==> src/rtl/vga_timing_pkg.sv <==
// Shared timing defaults, FSM state encoding and colour constants
// for the VGA raster generator and its output stage.
package vga_timing_pkg;

    localparam int CLK_DIV_DEF     = 4;
    localparam int H_TOTAL_DEF     = 800;
    localparam int H_SYNC_DEF      = 96;
    localparam int H_ACT_START_DEF = 144;
    localparam int H_ACT_END_DEF   = 783;
    localparam int V_TOTAL_DEF     = 525;
    localparam int V_SYNC_DEF      = 2;
    localparam int V_ACT_START_DEF = 35;
    localparam int V_ACT_END_DEF   = 514;

    typedef enum logic {
        S_BLANK = 1'b0,
        S_RUN   = 1'b1
    } vga_state_t;

    localparam logic [11:0] BLACK = 12'h000;
    localparam logic [11:0] WHITE = 12'hFFF;

    // Inclusive range test on a 10-bit raster coordinate.
    function automatic logic in_range(
        input logic [9:0] x,
        input logic [9:0] lo,
        input logic [9:0] hi
    );
        return (x >= lo) && (x <= hi);
    endfunction

endpackage

==> src/rtl/vga_timing_out_if.sv <==
// Bundle between the raster generator, the colour logic
// and the VGA connector pins.
interface vga_timing_out_if;

    logic [11:0] rgb_in;
    logic [9:0]  hCount;
    logic [9:0]  vCount;
    logic        bright;
    logic        pix_en;
    logic        frame_tick;
    logic        hSync;
    logic        vSync;
    logic [3:0]  vga_r;
    logic [3:0]  vga_g;
    logic [3:0]  vga_b;

    modport master (
        input  rgb_in,
        output hCount,
        output vCount,
        output bright,
        output pix_en,
        output frame_tick,
        output hSync,
        output vSync,
        output vga_r,
        output vga_g,
        output vga_b
    );

    modport slave (
        output rgb_in,
        input  hCount,
        input  vCount,
        input  bright,
        input  pix_en,
        input  frame_tick,
        input  hSync,
        input  vSync,
        input  vga_r,
        input  vga_g,
        input  vga_b
    );

endinterface

==> src/rtl/vga_timing_out_pixel_clk_en.sv <==
// Pixel-rate enable: divides clk by CLK_DIV and pulses pix_en
// on the last system clock of every pixel period.
module pixel_clk_en #(
    parameter int CLK_DIV = 4
) (
    input  logic clk,
    input  logic rst,
    output logic pix_en
);

    localparam int DW = (CLK_DIV > 1) ? $clog2(CLK_DIV) : 1;
    localparam logic [DW-1:0] LAST = DW'(CLK_DIV - 1);

    logic [DW-1:0] div_q;

    // Free-running divider, wraps after CLK_DIV clocks.
    always_ff @(posedge clk or posedge rst) begin
        if (rst) begin
            div_q <= '0;
        end else if (div_q == LAST) begin
            div_q <= '0;
        end else begin
            div_q <= div_q + DW'(1);
        end
    end

    assign pix_en = (div_q == LAST);

endmodule

==> src/rtl/vga_timing_out.sv <==
// 640x480@60 raster counters, blank-first-frame FSM and registered
// sync/colour pins. Optional macro VGA_BORDER_EN draws a white frame border.
module vga_timing_out
    import vga_timing_pkg::*;
#(
    parameter int CLK_DIV     = CLK_DIV_DEF,
    parameter int H_TOTAL     = H_TOTAL_DEF,
    parameter int H_SYNC      = H_SYNC_DEF,
    parameter int H_ACT_START = H_ACT_START_DEF,
    parameter int H_ACT_END   = H_ACT_END_DEF,
    parameter int V_TOTAL     = V_TOTAL_DEF,
    parameter int V_SYNC      = V_SYNC_DEF,
    parameter int V_ACT_START = V_ACT_START_DEF,
    parameter int V_ACT_END   = V_ACT_END_DEF
) (
    input logic             clk,
    input logic             rst,
    vga_timing_out_if.master bus
);

    localparam logic [9:0] H_LAST = 10'(H_TOTAL - 1);
    localparam logic [9:0] V_LAST = 10'(V_TOTAL - 1);
    localparam logic [9:0] H_SW   = 10'(H_SYNC);
    localparam logic [9:0] V_SW   = 10'(V_SYNC);
    localparam logic [9:0] H_AS   = 10'(H_ACT_START);
    localparam logic [9:0] H_AE   = 10'(H_ACT_END);
    localparam logic [9:0] V_AS   = 10'(V_ACT_START);
    localparam logic [9:0] V_AE   = 10'(V_ACT_END);

    logic        pix_en;
    logic [9:0]  h_q;
    logic [9:0]  v_q;
    logic        h_wrap;
    logic        v_wrap;
    logic        bright;
    logic        frame_tick;
    logic        edge_px;
    logic [11:0] rgb_d;
    logic [11:0] rgb_q;
    logic        hs_q;
    logic        vs_q;
    vga_state_t  state_q;
    vga_state_t  state_d;

    pixel_clk_en #(
        .CLK_DIV (CLK_DIV)
    ) u_div (
        .clk    (clk),
        .rst    (rst),
        .pix_en (pix_en)
    );

    assign h_wrap = (h_q == H_LAST);
    assign v_wrap = (v_q == V_LAST);

    // Raster position, stepped once per pixel period.
    always_ff @(posedge clk or posedge rst) begin
        if (rst) begin
            h_q <= '0;
            v_q <= '0;
        end else if (pix_en) begin
            if (h_wrap) begin
                h_q <= '0;
                v_q <= v_wrap ? 10'd0 : v_q + 10'd1;
            end else begin
                h_q <= h_q + 10'd1;
            end
        end
    end

    assign bright = in_range(h_q, H_AS, H_AE)
                 && in_range(v_q, V_AS, V_AE);

    assign frame_tick = pix_en && h_wrap && v_wrap;

    // FSM state register.
    always_ff @(posedge clk or posedge rst) begin
        if (rst) begin
            state_q <= S_BLANK;
        end else begin
            state_q <= state_d;
        end
    end

    // Hold the pins dark until one full frame has gone by.
    always_comb begin
        state_d = state_q;
        unique case (state_q)
            S_BLANK: if (frame_tick) state_d = S_RUN;
            S_RUN:   state_d = S_RUN;
        endcase
    end

`ifdef VGA_BORDER_EN
    assign edge_px = (h_q == H_AS) || (h_q == H_AE)
                  || (v_q == V_AS) || (v_q == V_AE);
`else
    assign edge_px = 1'b0;
`endif

    // Colour for the current position, before registering.
    always_comb begin
        rgb_d = BLACK;
        if (bright && state_q == S_RUN) begin
            rgb_d = edge_px ? WHITE : bus.rgb_in;
        end
    end

    // Register syncs and colour together so they stay aligned.
    always_ff @(posedge clk or posedge rst) begin
        if (rst) begin
            hs_q  <= 1'b1;
            vs_q  <= 1'b1;
            rgb_q <= BLACK;
        end else if (pix_en) begin
            hs_q  <= (h_q >= H_SW);
            vs_q  <= (v_q >= V_SW);
            rgb_q <= rgb_d;
        end
    end

    assign bus.hCount     = h_q;
    assign bus.vCount     = v_q;
    assign bus.bright     = bright;
    assign bus.pix_en     = pix_en;
    assign bus.frame_tick = frame_tick;
    assign bus.hSync      = hs_q;
    assign bus.vSync      = vs_q;
    assign bus.vga_r      = rgb_q[11:8];
    assign bus.vga_g      = rgb_q[7:4];
    assign bus.vga_b      = rgb_q[3:0];

endmodule
==> src/flat_wrapper.sv <==
// flat-port wrapper written by rule: the top's interface ports become plain ports
module vga_timing_out_flat import vga_timing_pkg::*;
#(
    parameter int CLK_DIV     = CLK_DIV_DEF,
    parameter int H_TOTAL     = H_TOTAL_DEF,
    parameter int H_SYNC      = H_SYNC_DEF,
    parameter int H_ACT_START = H_ACT_START_DEF,
    parameter int H_ACT_END   = H_ACT_END_DEF,
    parameter int V_TOTAL     = V_TOTAL_DEF,
    parameter int V_SYNC      = V_SYNC_DEF,
    parameter int V_ACT_START = V_ACT_START_DEF,
    parameter int V_ACT_END   = V_ACT_END_DEF
)
  (clk, rst, bus_rgb_in, bus_hCount, bus_vCount, bus_bright, bus_pix_en, bus_frame_tick, bus_hSync, bus_vSync, bus_vga_r, bus_vga_g, bus_vga_b);
  vga_timing_out_if bus_i ();
  input logic clk;
  input logic rst;
  input wire logic [$bits(bus_i.rgb_in)-1:0] bus_rgb_in;
  output wire logic [$bits(bus_i.hCount)-1:0] bus_hCount;
  output wire logic [$bits(bus_i.vCount)-1:0] bus_vCount;
  output wire logic [$bits(bus_i.bright)-1:0] bus_bright;
  output wire logic [$bits(bus_i.pix_en)-1:0] bus_pix_en;
  output wire logic [$bits(bus_i.frame_tick)-1:0] bus_frame_tick;
  output wire logic [$bits(bus_i.hSync)-1:0] bus_hSync;
  output wire logic [$bits(bus_i.vSync)-1:0] bus_vSync;
  output wire logic [$bits(bus_i.vga_r)-1:0] bus_vga_r;
  output wire logic [$bits(bus_i.vga_g)-1:0] bus_vga_g;
  output wire logic [$bits(bus_i.vga_b)-1:0] bus_vga_b;
  assign bus_i.rgb_in = bus_rgb_in;
  assign bus_hCount = bus_i.hCount;
  assign bus_vCount = bus_i.vCount;
  assign bus_bright = bus_i.bright;
  assign bus_pix_en = bus_i.pix_en;
  assign bus_frame_tick = bus_i.frame_tick;
  assign bus_hSync = bus_i.hSync;
  assign bus_vSync = bus_i.vSync;
  assign bus_vga_r = bus_i.vga_r;
  assign bus_vga_g = bus_i.vga_g;
  assign bus_vga_b = bus_i.vga_b;
  vga_timing_out #(.CLK_DIV(CLK_DIV), .H_TOTAL(H_TOTAL), .H_SYNC(H_SYNC), .H_ACT_START(H_ACT_START), .H_ACT_END(H_ACT_END), .V_TOTAL(V_TOTAL), .V_SYNC(V_SYNC), .V_ACT_START(V_ACT_START), .V_ACT_END(V_ACT_END)) u_core (.clk(clk), .rst(rst), .bus(bus_i));
endmodule
==> config.mk <==
export PLATFORM = sky130hd
export DESIGN_NAME = vga_timing_out_flat
export DESIGN_NICKNAME = d
export VERILOG_FILES = /design/src/rtl/vga_timing_pkg.sv /design/src/rtl/vga_timing_out_if.sv /design/src/rtl/vga_timing_out_pixel_clk_en.sv /design/src/rtl/vga_timing_out.sv /design/src/flat_wrapper.sv
export SDC_FILE = /design/constraint.sdc
export NUM_CORES = 1
export LEC_CHECK = 0
export CAP_MARGIN = 0
export CORE_MARGIN = 2
export CORE_UTILIZATION = 56
export CTS_BUF_LIST = sky130_fd_sc_hd__clkbuf_8 sky130_fd_sc_hd__clkbuf_16
export CTS_CLUSTER_SIZE = 20
export DETAILED_ROUTE_END_ITERATION = 6
export DONT_BUFFER_PORTS = 1
export GPL_TIMING_DRIVEN = 1
export MAX_ROUTING_LAYER = met4
export PLACE_DENSITY = 0.74
export SETUP_SLACK_MARGIN = 0.05
export SYNTH_ARGS = -nofsm -noshare
export SYNTH_HDL_FRONTEND = slang
export SYNTH_SLANG_ARGS = --single-unit
==> constraint.sdc <==
create_clock -name clk -period 1.7 [get_ports clk]
set_input_delay 0.34 -clock clk [delete_from_list [all_inputs] [get_ports clk]]
set_output_delay 0.34 -clock clk [all_outputs]
set_load 0.01 [all_outputs]
### Word-level counts from Yosys, hierarchy flattened

Cells that the tools add are included.

| operators by class | value |
|---|---|
| add/subtract/negate cells | 3 |
| $lt $le $gt $ge | 6 |
| equality and inequality tests | 3 |
| muxes and demuxes | 6 |
| bitwise logic cells | 1 |
| reductions and logical operators | 7 |

Operators by type and width:

| kind | number |
|---|---|
| 10-bit by 1-bit adder with 10-bit output, second input constant | 2 |
| 10-bit equality test, second input constant | 2 |
| 10-bit <= comparator, second input constant | 2 |
| 10-bit 2-to-1 mux | 2 |
| 12-bit 2-to-1 mux | 1 |
| 10-bit by 2-bit greater-or-equal comparator with 1-bit output, second input constant | 1 |
| 10-bit by 6-bit greater-or-equal comparator with 1-bit output, second input constant | 1 |
| 10-bit by 7-bit greater-or-equal comparator with 1-bit output, second input constant | 1 |
| 10-bit by 8-bit greater-or-equal comparator with 1-bit output, second input constant | 1 |
| 1-bit logical AND | 6 |
| 2-bit by 1-bit adder with 2-bit output, second input constant | 1 |
| 2-bit equality test, second input constant | 1 |
| 2-bit 2-to-1 mux | 1 |
| 1-bit case mux with 2 select lines | 1 |
| 2-bit AND reduction | 1 |
| 1-bit 2-to-1 mux | 1 |
| 1-bit NOT | 1 |

| storage, ports and cells | value |
|---|---|
| flip-flop bits (word level) | 37 |
| output and inout bits | 37 |
| word-level logic and storage cells | 33 |

### Logic depth before layout (Yosys ltp)

Gate-level depths: netlist of run 1.

| logic depth | value |
|---|---|
| word-level depth | 5 |
| depth in mapped cells | 6 |
| mapped depth without buffers | 5 |

### Hierarchy

A second synthesis of run 1 with hierarchy kept.

| second synthesis, totals | value |
|---|---|
| cells, all modules | 180 |
| area total of the unflattened synthesis | 1853.0 um^2 |

Modules (own cells, without submodules):

| module | instances | cells each | area an instance (um^2) | sequential area each (um^2) |
|---|---|---|---|---|
| vga_timing_out | 1 | 175 | 1783.0 | 878.3 |
| pixel_clk_en | 1 | 5 | 70.1 | 50.0 |

### Worst setup path before layout of run 1

Ideal clock, no wire load.

| timing | value |
|---|---|
| path kind | reg-to-reg |
| start point | register u_core.u_div.div_q[0] |
| end point | register u_core.v_q[9] (netlist: u_core.bus.vCount[9]) |
| arrival time | 1.907 ns |
| required time | 1.622 ns |
| slack | -0.284 ns |
| stages on the path, launching flop included | 7 |
| path buffers | 1 |
| clock period less this slack | 1.984 ns |
| path through | dfrtp_1 -> ha_1 -> buf_2 -> nand4_1 -> or4_4 -> or3_1 -> a21oi_1 |

| between the ends | value |
|---|---|
| longest elaborated chain between the ends | 2 |

RTL lines:

| what | RTL line | source |
|---|---|---|
| from (decl) | vga_timing_out_pixel_clk_en.sv:14 | `logic [DW-1:0] div_q;` |
| from (signal assigned) | vga_timing_out_pixel_clk_en.sv:23 | `div_q <= div_q + DW'(1);` |
| 2-bit equality test | vga_timing_out_pixel_clk_en.sv:27 | `assign pix_en = (div_q == LAST);` |
| named net bus_pix_en | flat_wrapper.sv:22 | `output wire logic [$bits(bus_i.pix_en)-1:0] bus_pix_en;` |
| 2-bit AND reduction (no line) | - |  |
| to (signal assigned) | vga_timing_out.sv:64 | `v_q <= v_wrap ? 10'd0 : v_q + 10'd1;` |
| to (decl) | vga_timing_out.sv:32 | `logic [9:0] v_q;` |

The timed path passes the listed nets, and every way through them passes these cells.
A chain may end at the register's enable or synchronous reset.

### Final worst setup path of run 1

| timing | value |
|---|---|
| start point | register u_core.v_q[8] (netlist: u_core.bus.vCount[8]) |
| end point | output port bus_bright |

| between the ends | value |
|---|---|
| longest elaborated chain between the ends | 3 |
| elaborated cells between the ends (all ways) | 4 |

RTL lines:

| what | RTL line | source |
|---|---|---|
| 10-bit by 6-bit greater-or-equal comparator with 1-bit output or 10-bit <= comparator (tied branches) | vga_timing_pkg.sv:29 | `return (x >= lo) && (x <= hi);` |
| 1-bit logical AND (*) | vga_timing_pkg.sv:29 |  |
| 1-bit logical AND (*) | vga_timing_out.sv:72 | `&& in_range(v_q, V_AS, V_AE);` |
| to (decl) | flat_wrapper.sv:21 | `output wire logic [$bits(bus_i.bright)-1:0] bus_bright;` |

Every way passes the cells marked *; elsewhere a longest branch is shown, timed or not.

==> metrics.md, run 1 <==
| Metric | Value |
|---|---|
| Met3 wire length | `405 um` |
| Via count | `1,564` |
| Worst-case reg-to-reg path depth | `5` |
| Fmax | `0.5239 GHz` |
| Overall power | `1.509 mW` |
| Clock Pin Slew Worst Setup and Hold Paths | `0.07 ns` |
| # clock sinks | `37` |
| Rows | `20` |
| GRT overflow | `0` |
| Share of total power in the clock network | `0.404` |
| Final Non-Filler Cells | `259` |
| Layout cells sized above 1 | `0.4140` |
| DRT Pass-1 Iters | `4` |
| Switching share of power | `0.2063` |
| Gpl congestion | `0.9041` |
| Initial antenna violation count | `0` |
| CTS tree | `done` |
| Initial DRC count | `114` |
| Commonest register cell after synthesis | `dfrtp_1` |
| Placed Cells | `246` |
| Fin crit period | `1.909 ns` |
| NumNets Final | `235` |
| Power density over the cells | `627.5 mW/mm2` |
| Req. time, crit path | `1.36 ns` |
| Peak VDD IR | `0.0006649 V` |
| Initial core utilization | `0.5915` |
| Wire length per cell | `19.44 um` |
| Sequential power share | `0.583` |
| R2R Path End | `u_core.bus.vCount[9]` |
| Worst reg-to-reg setup slack | `-0.19 ns` |
| Max Cap Viol | `0` |
| Mapped Area | `0.001820 mm2` |
| CP max FO | `2` |
| Largest net degree at the start of global routing | `38` |
| Die Height | `61.02 um` |
| Final count of pins violating max slew | `0` |
| Worst Skew | `0.007790 ns` |
| Overall routing resource usage | `0.2868` |
| Gate Count Post-Synth | `176` |
| CP startpoint kind | `flop` |
| Internal power | `1.198 mW` |
| Vias per cell | `6.039` |
| CTS Buffer Depth | `2` |
| I/O pin total | `51` |
| Hold buffer count at CTS | `0` |
| R2r startpoint | `u_core.u_div.div_q[0]` |
| Crit Path Class | `reg2out` |
| Post-Syn Nets | `196` |
| YS warnings | `0` |
| Post-Route M1 WL | `1854 um` |
| Clock Latency Late Sink | `0.29 ns` |
| ANT nets after route | `0` |
| H-tree depth | `2` |
| Vias in the first global route | `1,597` |
| Failing checks | `setup timing` |
| Leakage | `1.109 nW` |
| Seq/Total Area, Yosys | `0.5100` |
| Final period util | `1.123` |
| Clk root buf | `clkbuf_8` |
| Critical path arrival | `1.57 ns` |
| #FFs+latches synth | `37` |
| Worst Max-Slew Pin Slew | `0.4736 ns` |
| Synthesized area per cell | `10.34 um2` |
| Crit end category | `output port` |
| Hold Crit Class | `in2async` |
| Total die area | `0.003723 mm2` |
| Clock buffer count from CTS | `5` |
| Slew HR | `0.6761` |
| Top sig layer | `met4` |
| RSZ-0062 raised after global routing | `true` |
| Run status | `finished, violations left` |
| Area growth syn-to-layout | `32.10%` |
| # setup viols final | `17` |
| Post-synth EDFFs | `0` |
| Switching power | `0.3113 mW` |
| Antenna diode count | `0` |
| Final WS setup | `-0.2087 ns` |
| Synth unique cells | `39` |
| Logic gate share of total power | `0.012` |
| Routed length on met2 | `2618 um` |
| I/O Buffers | `0` |
| First-pass GRT wire length | `7320 um` |
| Die X-Extent | `61.02 um` |
| Core area | `0.003078 mm2` |
| Hold Vio Cnt, Final | `0` |
| HPWL after detailed placement | `3231 um` |
| Ys async rst share | `1.000` |
| Drt total wl | `5034 um` |
| Residual DRC | `0` |
[power by group through the flow]
stage	logic, mW	clock network, mW	registers [mW]
5_1_grt	0.0221	0.656	0.880
3_3_place_gp	0.0186	0	0.897
6_report	0.0185	0.610	0.880
3_5_place_dp	0.0196	0	0.897
2_1_floorplan	0.0131	0	0.897
4_1_cts	0.0195	0.620	0.880
[metal layers]
layer	vias up	GRT usage
met3	19	0.1113
li1	701	-
met4	0	0.1491
met1	767	0.3268
met5	-	-
met2	77	0.4393
[area by class of cell]
| cell class | count | area (um2) |
|---|---|---|
| multi-input cells | 125 | 1002 |
| flip-flops and latches | 37 | 930.9 |
| fillers | 218 | 673.1 |
| repair buffers | 40 | 307.8 |
| clock buffers | 6 | 82.58 |
| well taps | 44 | 55.05 |
| inverters | 6 | 22.52 |
| clock inverters | 1 | 3.754 |
[placed cells by master, fill, tap and decap left out, drive strengths merged, types with 6 or more instances in the layout]
cell type	count
xor2	6
nand3	8
buf	40
nand2	10
xnor2	6
nor2	16
clkbuf	6
o21ai	6
nor3	6
nand4	7
inv	7
dfrtp	35
nor2b	13
ha	6
a31o	12
[cells in the mapped netlist (3+ instances only)]
library cell	number	area, um2
dfrtp_1	35	875.8
nor2_1	16	60.06
nor2b_1	13	81.33
a31o_2	12	105.1
nand2_1	10	37.54
nand3_1	8	40.04
nand4_1	7	43.79
ha_1	6	75.07
inv_1	6	22.52
nor3_1	6	30.03
o21ai_0	6	30.03
xnor2_1	6	52.55
xor2_1	6	52.55
clkbuf_1	4	15.01
a21oi_1	3	15.01
nor4_1	3	18.77
[logic make-up after synthesis]
logic type,synth area share
and+or+nand+nor,0.2213
DFF,0.5100
AOI/OAI and AO/OA,0.1292
buffers and inverters,0.03436
xor gates and xnor gates,0.05773
adders and majority gates,0.04124
muxes,0.006185
[through the flow]
| stage | TNS (ns) | hold slack (ns) | cell area (um2) | setup slack [ns] | util |
|---|---|---|---|---|---|
| 6_report | -2.223 | 0.05691 | 2405 | -0.2087 | 0.7813 |
| 2_1_floorplan | -0.3859 | 0.4075 | 1839 | -0.2271 | - |
| 3_3_place_gp | -0.9281 | 0.3531 | 2105 | -0.1040 | 0.6837 |
| 5_1_grt | -3.431 | 0.07964 | 2405 | -0.2713 | 0.7813 |
| 3_5_place_dp | -1.801 | 0.3795 | 2105 | -0.1534 | 0.6837 |
| 4_1_cts | -1.367 | 0.06460 | 2306 | -0.1845 | 0.7492 |
[sequential cells by signal (all words and copies together), names as in the netlist]
register / flops
u_core.rgb_q: 12
u_core.bus.hCount: 10
u_core.bus.vCount: 10
u_core.u_div.div_q: 2
u_core.bus.hSync: 1
u_core.bus.vSync: 1
u_core.state_q: 1
[worst max path at each step]
stage                         start                    to  slack [ns]  cells past startpoint
2_1_floorplan  u_core.bus.hCount[5]  u_core.bus.vCount[9]       -0.23                      5
3_3_place_gp   u_core.bus.hCount[7]  u_core.bus.vCount[9]       -0.10                      4
3_5_place_dp   u_core.bus.hCount[7]  u_core.bus.vCount[9]       -0.15                      4
4_1_cts        u_core.bus.hCount[5]            bus_bright       -0.18                      4
5_1_grt        u_core.bus.vCount[8]        bus_frame_tick       -0.27                      3
6_report       u_core.bus.vCount[8]            bus_bright       -0.21                      4
[critical path: stages, from the launching register on]
cell,delay (ns)
dfrtp_2,0.42
buf_4,0.14
nor3_2,0.23
a311oi_2,0.19
o211a_4,0.30
[what timing repair did]
action                                  CTS  global route
endpoints found under the setup margin   22            23
pin swaps                                 9            13
setup buffers                             1             5
gates cloned                              0             0
resized for setup                        21            12
(Power assumes the default switching activity.)
==> inputs of run 2 (changes only) <==
Settings changed: SYNTH_HIERARCHICAL set to 1.
==> metrics.md, run 2 <==
| Metric | Value |
|---|---|
| Final Non-Filler Cells | `285` |
| Most frequent cells in the layout | `buf_4, dfrtp_1, buf_6` |
| Gpl congestion | `0.8571` |
| Pre-CTS setup slack | `-0.4804 ns` |
| Clock buffer count from CTS | `5` |
| Max Cap Viol | `0` |
| YS warnings | `6` |
| Finished layout cell area | `0.002799 mm2` |
| Failing checks | `setup timing` |
| Drt total wl | `6703 um` |
| Fill cells | `133` |
| Via count | `1,803` |
| Post-synth EDFFs | `0` |
| Hold Crit Class | `in2reg` |
| Hold Vio Cnt, Final | `0` |
| Worst reg-to-reg setup slack | `-0.40 ns` |
| Power density over the cells | `589.2 mW/mm2` |
| Crit path max-delay cell type | `dfrtp_1` |
| Ranking of synthesized cells by area | `dfrtp_1, a31o_2, nor2b_1` |
| Commonest non-fill, non-tap cell in the layout | `buf_4` |
| Area growth syn-to-layout | `51.05%` |
| Crit end category | `output port` |
| RSZ-0062 raised after global routing | `true` |
| HPWL after detailed placement | `3174 um` |
| Cell type with the largest total area after synthesis | `dfrtp_1` |
| Slew HR | `0.6212` |
| Residual DRC | `0` |
| Logic gate share of total power | `0.015` |
| CP Cell Sequence | `buf_4, ha_4, o41ai_4, nand3_2, nor3b_4` |
| R2r startpoint | `u_core/bus.vCount[0]` |
| Mapped Area | `0.001853 mm2` |
| Core area | `0.003103 mm2` |
| Final WS setup | `-0.4047 ns` |
| ANT nets after route | `0` |
| # setup viols final | `27` |
| Worst-case reg-to-reg path depth | `8` |
| Switching power | `0.3334 mW` |
| Max FFs per register | `12` |
| Top-count cell post-synth | `dfrtp_1` |
| Fin crit period | `2.105 ns` |
| WP buf/inv | `1` |
| Synthesized area per cell | `10.29 um2` |
| Fmax | `0.4751 GHz` |
| Wire length per cell | `23.52 um` |
| Layout cells sized above 1 | `0.5145` |
| Critical hold path startpoint | `bus_rgb_in[0]` |
| Post-DP Area | `0.002265 mm2` |
| CTS Buffer Depth | `2` |
| R2R Path End | `u_core/rgb_q[4]` |
| DRT Pass-1 Iters | `5` |
| Vias per cell | `6.326` |
| Worst Max-Slew Pin Slew | `0.5676 ns` |
| CP max FO | `3` |
| Critical path arrival | `1.76 ns` |
| Commonest register cell after synthesis | `dfrtp_1` |
| Synth top cells by count | `dfrtp_1, inv_1, nor2b_1` |
| Clk root buf | `clkbuf_8` |
| CP delay by family, top | `flip-flops` |
| H-tree depth | `2` |
| # clock sinks | `37` |
| Die X-Extent | `61.53 um` |
| Internal power | `1.316 mW` |
| I/O Buffers | `0` |
| Crit Path Class | `reg2out` |
| Vias in the first global route | `1,740` |
| Share of total power in the clock network | `0.451` |
| Leakage | `1.343 nW` |
| WP depth | `5` |
| Run status | `finished, violations left` |
| Peak VDD IR | `0.0004862 V` |
| Largest Register | `u_core/rgb_q` |
| #FFs+latches synth | `37` |
| NumNets Final | `260` |
| Initial core utilization | `0.5972` |
| Switching share of power | `0.2022` |
| Clock Latency Late Sink | `0.29 ns` |
| Total die area | `0.003785 mm2` |
| Antenna diode count | `0` |
| Seq/Total Area, Yosys | `0.5010` |
| CP startpoint kind | `flop` |
| Sequential power share | `0.534` |
| Die Height | `61.53 um` |
| Rows | `20` |
| Final count of pins violating max slew | `0` |
| Placed Cells | `260` |
| Req. time, crit path | `1.36 ns` |
| GRT overflow | `0` |
| Initial DRC count | `161` |
| Min-Delay Endpoint | `u_core/rgb_q[0]` |
| I/O pin total | `51` |
| Worst Skew | `0.003856 ns` |
| Final period util | `1.238` |
| Synth unique cells | `41` |
| Largest net degree at the start of global routing | `28` |
| Ys async rst share | `1.000` |
| Overall routing resource usage | `0.3127` |
| Max incr delay on CP | `0.42 ns` |
| Clock Pin Slew Worst Setup and Hold Paths | `0.07 ns` |
| Worst hold stages | `1` |
| First-pass GRT wire length | `8169 um` |
| Gate Count Post-Synth | `180` |
| Initial antenna violation count | `0` |
| CTS tree | `done` |
| Yosys top cell area share | `0.4727` |
| Post-Syn Nets | `200` |
[run 2: cell count changes in the layout (fill, tap and decap cells not counted), sizes merged, moves of 2 or more]
cell   delta
o41ai     +2
or2       +2
inv       +7
buf      +22
and4      -2
nand4     -2
o21ai     +2
xor2      -3
a21oi     +2
nor2      -7
nand2     -5
[run 2: cell families (layout without fill, tap and decap cells)]
| group | Yosys count | in the layout | synth area share |
|---|---|---|---|
| adders and majority gates | 6 | 6 | 0.04051 |
| DFF | 37 | 37 | 0.5010 |
| buffers and inverters | 23 | 84 | 0.05672 |
| xor gates and xnor gates | 10 | 10 | 0.04727 |
| AOI/OAI and AO/OA | 35 | 35 | 0.1351 |
| muxes | 2 | 2 | 0.01215 |
| and+or+nand+nor | 67 | 67 | 0.2073 |
[run 2: layout make-up]
class / instances / area, um2 / area share
multi-input combinational: 120 / 1101 / 0.3934
sequential: 37 / 930.9 / 0.3326
timing repair buffer: 63 / 553.0 / 0.1976
clock buffer: 5 / 68.82 / 0.02459
tap: 44 / 55.05 / 0.01967
inverter: 13 / 51.30 / 0.01833
clock inverter: 3 / 38.79 / 0.01386
[run 2: worst max path at each step]
| stage | end | slack (ns) | from |
|---|---|---|---|
| 2_1_floorplan | bus_frame_tick | -0.23 | u_core/bus.hCount[6] |
| 3_3_place_gp | u_core/rgb_q[6] | -0.35 | u_core/bus.hCount[4] |
| 3_5_place_dp | u_core/rgb_q[8] | -0.48 | u_core/bus.vCount[5] |
| 4_1_cts | bus_bright | -0.28 | u_core/bus.vCount[8] |
| 5_1_grt | bus_frame_tick | -0.48 | u_core/bus.vCount[0] |
| 6_report | bus_bright | -0.40 | u_core/bus.vCount[0] |
[run 2: what timing repair did]
action                                 in CTS  in global routing
hold buffers                                1                  0
pin swaps                                  10                  9
setup endpoints to repair                  26                 27
gates resized for setup                    27                 34
endpoints found under the hold margin      14                  0
buffers inserted                            7                 11
cloned                                      0                  0
[run 2: per-layer routing]
layer | vias to the layer above | wire length, um | track usage
met5 | - | 0 | -
met1 | 903 | 2479 | 0.3445
met2 | 116 | 3476 | 0.5158
met3 | 33 | 440 | 0.08613
li1 | 751 | - | -
met4 | 0 | 307 | 0.1581
[run 2: stage by stage]
stage | hold WS [ns] | util | TNS, ns | total power [mW]
after floorplan | 0.08118 | - | -1.904 | 0.9101
after global placement | 0.08449 | 0.7298 | -5.850 | 0.9198
after detailed placement | 0.09054 | 0.7298 | -7.627 | 0.9205
after CTS | 0.1898 | 0.8298 | -3.986 | 1.659
after global routing | 0.1991 | 0.9020 | -8.974 | 1.694
final | 0.2017 | 0.9020 | -8.007 | 1.649
[run 2: power by group through the flow]
stage               combinational [mW]  sequential [mW]  clock [mW]
finish                          0.0250            0.880       0.744
global route                    0.0294            0.879       0.785
CTS                             0.0259            0.880       0.753
detailed placement              0.0237            0.897           0
global placement                0.0230            0.897           0
floorplan                       0.0133            0.897           0
